[config.mk]
export PLATFORM = sky130hd
export DESIGN_NAME = keypad_scan_ctrl
export DESIGN_NICKNAME = d
export VERILOG_FILES = /design/src/rtl/keypad_scan_ctrl.sv
export SDC_FILE = /design/constraint.sdc
export NUM_CORES = 1
export LEC_CHECK = 0
export BUFFER_PORTS_ARGS = -buffer_cell sky130_fd_sc_hd__buf_4
export CORE_ASPECT_RATIO = 0.6
export CORE_MARGIN = 3
export CORE_UTILIZATION = 45
export DETAILED_ROUTE_END_ITERATION = 7
export HOLD_SLACK_MARGIN = 0.1
export SETUP_SLACK_MARGIN = 0.5
export SYNTH_ARGS = -nofsm -noshare
export SYNTH_HDL_FRONTEND = slang
export SYNTH_SLANG_ARGS = --single-unit
export TNS_END_PERCENT = 5
[constraint.sdc]
create_clock -name clk -period 3.5 [get_ports clk]
set_input_delay 0.35 -clock clk [delete_from_list [all_inputs] [get_ports clk]]
set_output_delay 0.35 -clock clk [all_outputs]
set_load 0.05 [all_outputs]
[src/rtl/keypad_scan_ctrl.sv]
// keypad_scan_ctrl: 4x4 active-low keypad scanner with per-key debounce and a queued valid/ready event stream.
// Define KEYPAD_RELEASE_EVT_EN to queue release events too; by default only presses are queued.
module keypad_scan_ctrl #(
    parameter int F_CLK      = 50000000,
    parameter int F_SCAN     = 1000,
    parameter int DEB_SCANS  = 20,
    parameter int FIFO_DEPTH = 4
) (
    input  logic        clk,
    input  logic        rst,
    output logic [3:0]  row_n,
    input  logic [3:0]  col_n,
    output logic        evt_valid,
    input  logic        evt_ready,
    output logic [3:0]  evt_code,
    output logic        evt_press,
    output logic [15:0] key_held,
    output logic        overflow
);
    localparam int DIV = F_CLK / F_SCAN;
    localparam int PW  = (DIV > 1) ? $clog2(DIV) : 1;
    localparam int CW  = $clog2(DEB_SCANS);
    localparam int AW  = $clog2(FIFO_DEPTH);

    logic [3:0]    sync1, sync2, raw;
    logic [PW-1:0] pre;
    logic          tick;
    logic [1:0]    row;
    logic [CW-1:0] cnt [16];
    logic [15:0]   sampled, differ, chg, flag, pending, clr;
    logic [3:0]    sel;
    logic          push, pop, full, empty, push_press;
    logic [AW:0]   wr_ptr, rd_ptr;
    logic [4:0]    mem [FIFO_DEPTH];

    assign raw   = ~sync2;
    assign tick  = pre == PW'(DIV - 1);
    assign row_n = ~(4'b0001 << row);

    always_ff @(posedge clk) begin
        if (rst) begin
            sync1 <= '1;
            sync2 <= '1;
            pre   <= '0;
            row   <= '0;
        end else begin
            sync1 <= col_n;
            sync2 <= sync1;
            pre   <= tick ? '0 : pre + 1'b1;
            if (tick) row <= row + 1'b1;
        end
    end

    always_comb begin
        sampled = '0;
        differ  = '0;
        chg     = '0;
        for (int k = 0; k < 16; k++) begin
            sampled[k] = tick && (row == 2'(k / 4));
            differ[k]  = raw[k % 4] != key_held[k];
            chg[k]     = sampled[k] && differ[k] && (cnt[k] == CW'(DEB_SCANS - 1));
        end
    end

`ifdef KEYPAD_RELEASE_EVT_EN
    assign flag       = chg;
    assign push_press = key_held[sel];
`else
    assign flag       = chg & ~key_held;
    assign push_press = 1'b1;
`endif

    // A change flagged while the key's previous event is still pending is dropped.
    always_ff @(posedge clk) begin
        if (rst) begin
            key_held <= '0;
            pending  <= '0;
            overflow <= 1'b0;
            for (int k = 0; k < 16; k++) cnt[k] <= '0;
        end else begin
            for (int k = 0; k < 16; k++)
                if (sampled[k]) cnt[k] <= (differ[k] && !chg[k]) ? cnt[k] + 1'b1 : '0;
            key_held <= key_held ^ chg;
            pending  <= (pending & ~clr) | flag;
            if (|(pending & flag)) overflow <= 1'b1;
        end
    end

    always_comb begin
        sel = '0;
        for (int k = 15; k >= 0; k--)
            if (pending[k]) sel = 4'(k);
    end

    assign push      = |pending && !full;
    assign clr       = push ? (16'(1) << sel) : '0;
    assign empty     = wr_ptr == rd_ptr;
    assign full      = (wr_ptr[AW] != rd_ptr[AW]) && (wr_ptr[AW-1:0] == rd_ptr[AW-1:0]);
    assign evt_valid = !empty;
    assign pop       = evt_valid && evt_ready;
    assign evt_code  = mem[rd_ptr[AW-1:0]][4:1];
    assign evt_press = mem[rd_ptr[AW-1:0]][0];

    always_ff @(posedge clk) begin
        if (rst) begin
            wr_ptr <= '0;
            rd_ptr <= '0;
            for (int i = 0; i < FIFO_DEPTH; i++) mem[i] <= '0;
        end else begin
            if (push) begin
                mem[wr_ptr[AW-1:0]] <= {sel, push_press};
                wr_ptr <= wr_ptr + 1'b1;
            end
            if (pop) rd_ptr <= rd_ptr + 1'b1;
        end
    end
endmodule
==> impl_metrics.toml <==
[outcome]
run_status = "complete, no violations"

[power]
ir_drop_v = 0.000293
combinationalPowerShare_pct = 3.4
power_frac_seq_pct = 53.8
netSwitchingPower_uw = 872
p_per_area_nw_per_um2 = 444
intPower_uw = 3170
leakage_uw = 0.00334
p_clk_share_pct = 42.8
switching_share_pct = 21.6

[floorplan]
die_area_um2 = 19500
boundaryPins = 34
core_area_um2 = 17300
start_util_pct = 46.4
die_width_um = 178
die_h_um = 109
rows = 37

[drt]
drcViolationCount = 0
vias_per_cell = 5.27
drtPass1Iterations = 4
routed.top_layer = "met4"
wl_met2_mm = 6.91
drt-initial-drc-count = 411
ant_nets = 0
routed-via-count = 5574
wl_met1_mm = 8.34
wire_per_inst_um = 15.7
routed_wl_mm = 16.6
wl_met3_mm = 1.13

[logic_synthesis]
synth_area_um2 = 8030
synth.most_common_cell = "nor2_1"
avgSynthCellArea_um2 = 10.4
synth-seq-cells = 167
synthArstFlopShare_pct = 0
yosys-top-cells-count = "nor2_1 (180), edfxtp_1 (100), dfxtp_1 (67)"
synthFlopType = "edfxtp_1"
synth-edff-count = 100
ys_warn_count = 0
ys_types = 50
syn-num-nets = 816
ys_seq_area_share_pct = 54.1
netlist_instances = 770
synth_top_area_share_pct = 37.4
synth_area_leaders = "edfxtp_1 (37%), dfxtp_1 (17%), nor2_1 (8.4%)"
yosys.area.top_type = "edfxtp_1"

[worst_setup_path]
crit_fanout = 7
critPathKind = "register to register"
arrival_ns = 3.01
start_kind = "register"
slowest_delay_ns = 0.53
path_cells = "or4b_4 -> nor4_2 -> buf_4 -> nand2_1 -> nor4_1 -> ha_1 -> a22oi_1 -> nand4_1 -> a2111oi_0 -> nor2_1"
crit_path_top_delay_cell = "or4b_4"
crit_path_end_kind = "register"
path_buf_inv = 1
cp.required_ns = 3.86
crit_family = "simple AND/OR/NAND/NOR gates"

[sta]
fin_hold_ws_ns = 0.238
setup_viol = 0
fin_setup_tns_ns = 0
relSlewSlack_pct = 40.9
rsz0062_at_grt = "false"
hold_violations = 0
fin_skew_ns = 0.00693
fmax_mhz = 377
drv_slew = 0
worst_pin_slew_ns = 0.865
fin_crit_ns = 2.65
finalCritPeriodShare_pct = 75.7

[layout]
diodes = 0
nets = 857
layout-drive-gt1-share_pct = 10.8
syn_to_final_growth_pct = 13.4
nFillCells = 1553
register_area_um2 = 4340
multiInputGateArea_um2 = 3420

[clock_network]
cts_resized = 0
cts_root_buffer = "clkbuf_16"
clkTransAtPathRegs_ns = 0.06
cts_htree_levels = 4
cts_setup_buffers = 0
cts_tree = "built"
clk_path_buf_depth = 2
cts_sinks = 167
clock_latency_ns = 0.42
cts_made_buffers = 17
hold_buffers = 4

[job]
max_cap_violations = 0

[grt]
grt_max_degree = 56
grt_antenna_before_repair = 0
grt-ovfl-total = 0
grt_pass1_vias = 5423
grt_pass1_wl_mm = 27.5
grtUsageTotal_pct = 18.2

[placed_design]
hpwlAfterDp_mm = 12.2
portBuffers = 33
gp_congestion = 0.905

[worst_hold_path]
hold_path.class = "primary input to register"
[cell families (layout without fill, tap and decap cells)]
kind of cell,Yosys count,after routing,synth area share [%]
xor gates and xnor gates,83,83,9.05
buffers and inverters,71,125,3.32
adders and majority gates,39,39,6.08
AOI/OAI and AO/OA,56,56,4.92
DFF,167,167,54.1
and+or+nand+nor,347,347,20.9
muxes,7,7,1.65
[flip-flops by register name (all words and copies together) (netlist names), named ones only]
signal / cells
mem: 20
overflow: 1
cnt: 80
sync2: 4
pending: 16
key_held: 16
rd_ptr: 3
pre: 16
row: 2
wr_ptr: 3
sync1: 4
[metal layers]
metal | up-vias | global-route usage (%)
met2 | 128 | 25.9
met1 | 2648 | 26.7
met5 | - | 0
met4 | 0 | 5.61
met3 | 16 | 5.62
li1 | 2782 | -
[placed cells by master, fill, tap and decap left out, drive strengths merged, types with 9 or more instances in the layout]
cell,Yosys,layout
nor2,180,180
edfxtp,100,100
nor3,12,12
ha,39,39
or2,11,11
buf,1,37
xor2,57,57
clkbuf,18,21
nand3,60,60
nor4,11,11
nand2,20,20
o21ai,9,9
dfxtp,67,67
a21oi,11,11
xnor2,26,26
inv,52,52
[per-stage QoR]
stage | area (um^2) | util, % | setup WS (ns) | std cells | power (uW)
6_report | 9100 | 52.6 | 0.850 | 1058 | 4040
5_1_grt | 9100 | 52.6 | 0.539 | 1058 | 4200
4_1_cts | 9100 | 52.6 | 0.839 | 1058 | 4090
3_5_place_dp | 8530 | 49.3 | 0.868 | 1022 | 2350
3_3_place_gp | 8530 | 49.3 | 0.933 | 1022 | 2350
2_1_floorplan | 8030 | - | 0.954 | 770 | 2310
[worst paths after layout]
check | endpoint | cells past startpoint | slack (ns) | startpoint
worst max register to register | overflow | 10 | 0.85 | pre[6]
worst min-delay path | register | 3 | 0.24 | evt_ready
worst min register to register | sync2[0] | 1 | 0.41 | sync1[0]
worst max-delay path | overflow | 10 | 0.85 | pre[6]
[layout make-up]
cell class	instances	share of cell area (%)
Sequential cell	167	47.7
Multi-Input combinational cell	532	37.6
Clock buffer	21	4.95
Timing Repair Buffer	41	3.49
Tap cell	234	3.22
Inverter	52	2.14
Clock inverter	11	0.921
[power by group through the flow]
stage	clock network [uW]	logic, uW	registers [uW]
3_3_place_gp	0	132	2210
6_report	1730	137	2180
4_1_cts	1770	139	2180
5_1_grt	1860	155	2180
3_5_place_dp	0	135	2220
2_1_floorplan	0	103	2200
[worst min-delay path: stages]
cell,delay (ns)
buf_4,0.12
nand3_1,0.07
a21oi_1,0.07
Power figures use the tool's default switching activity.
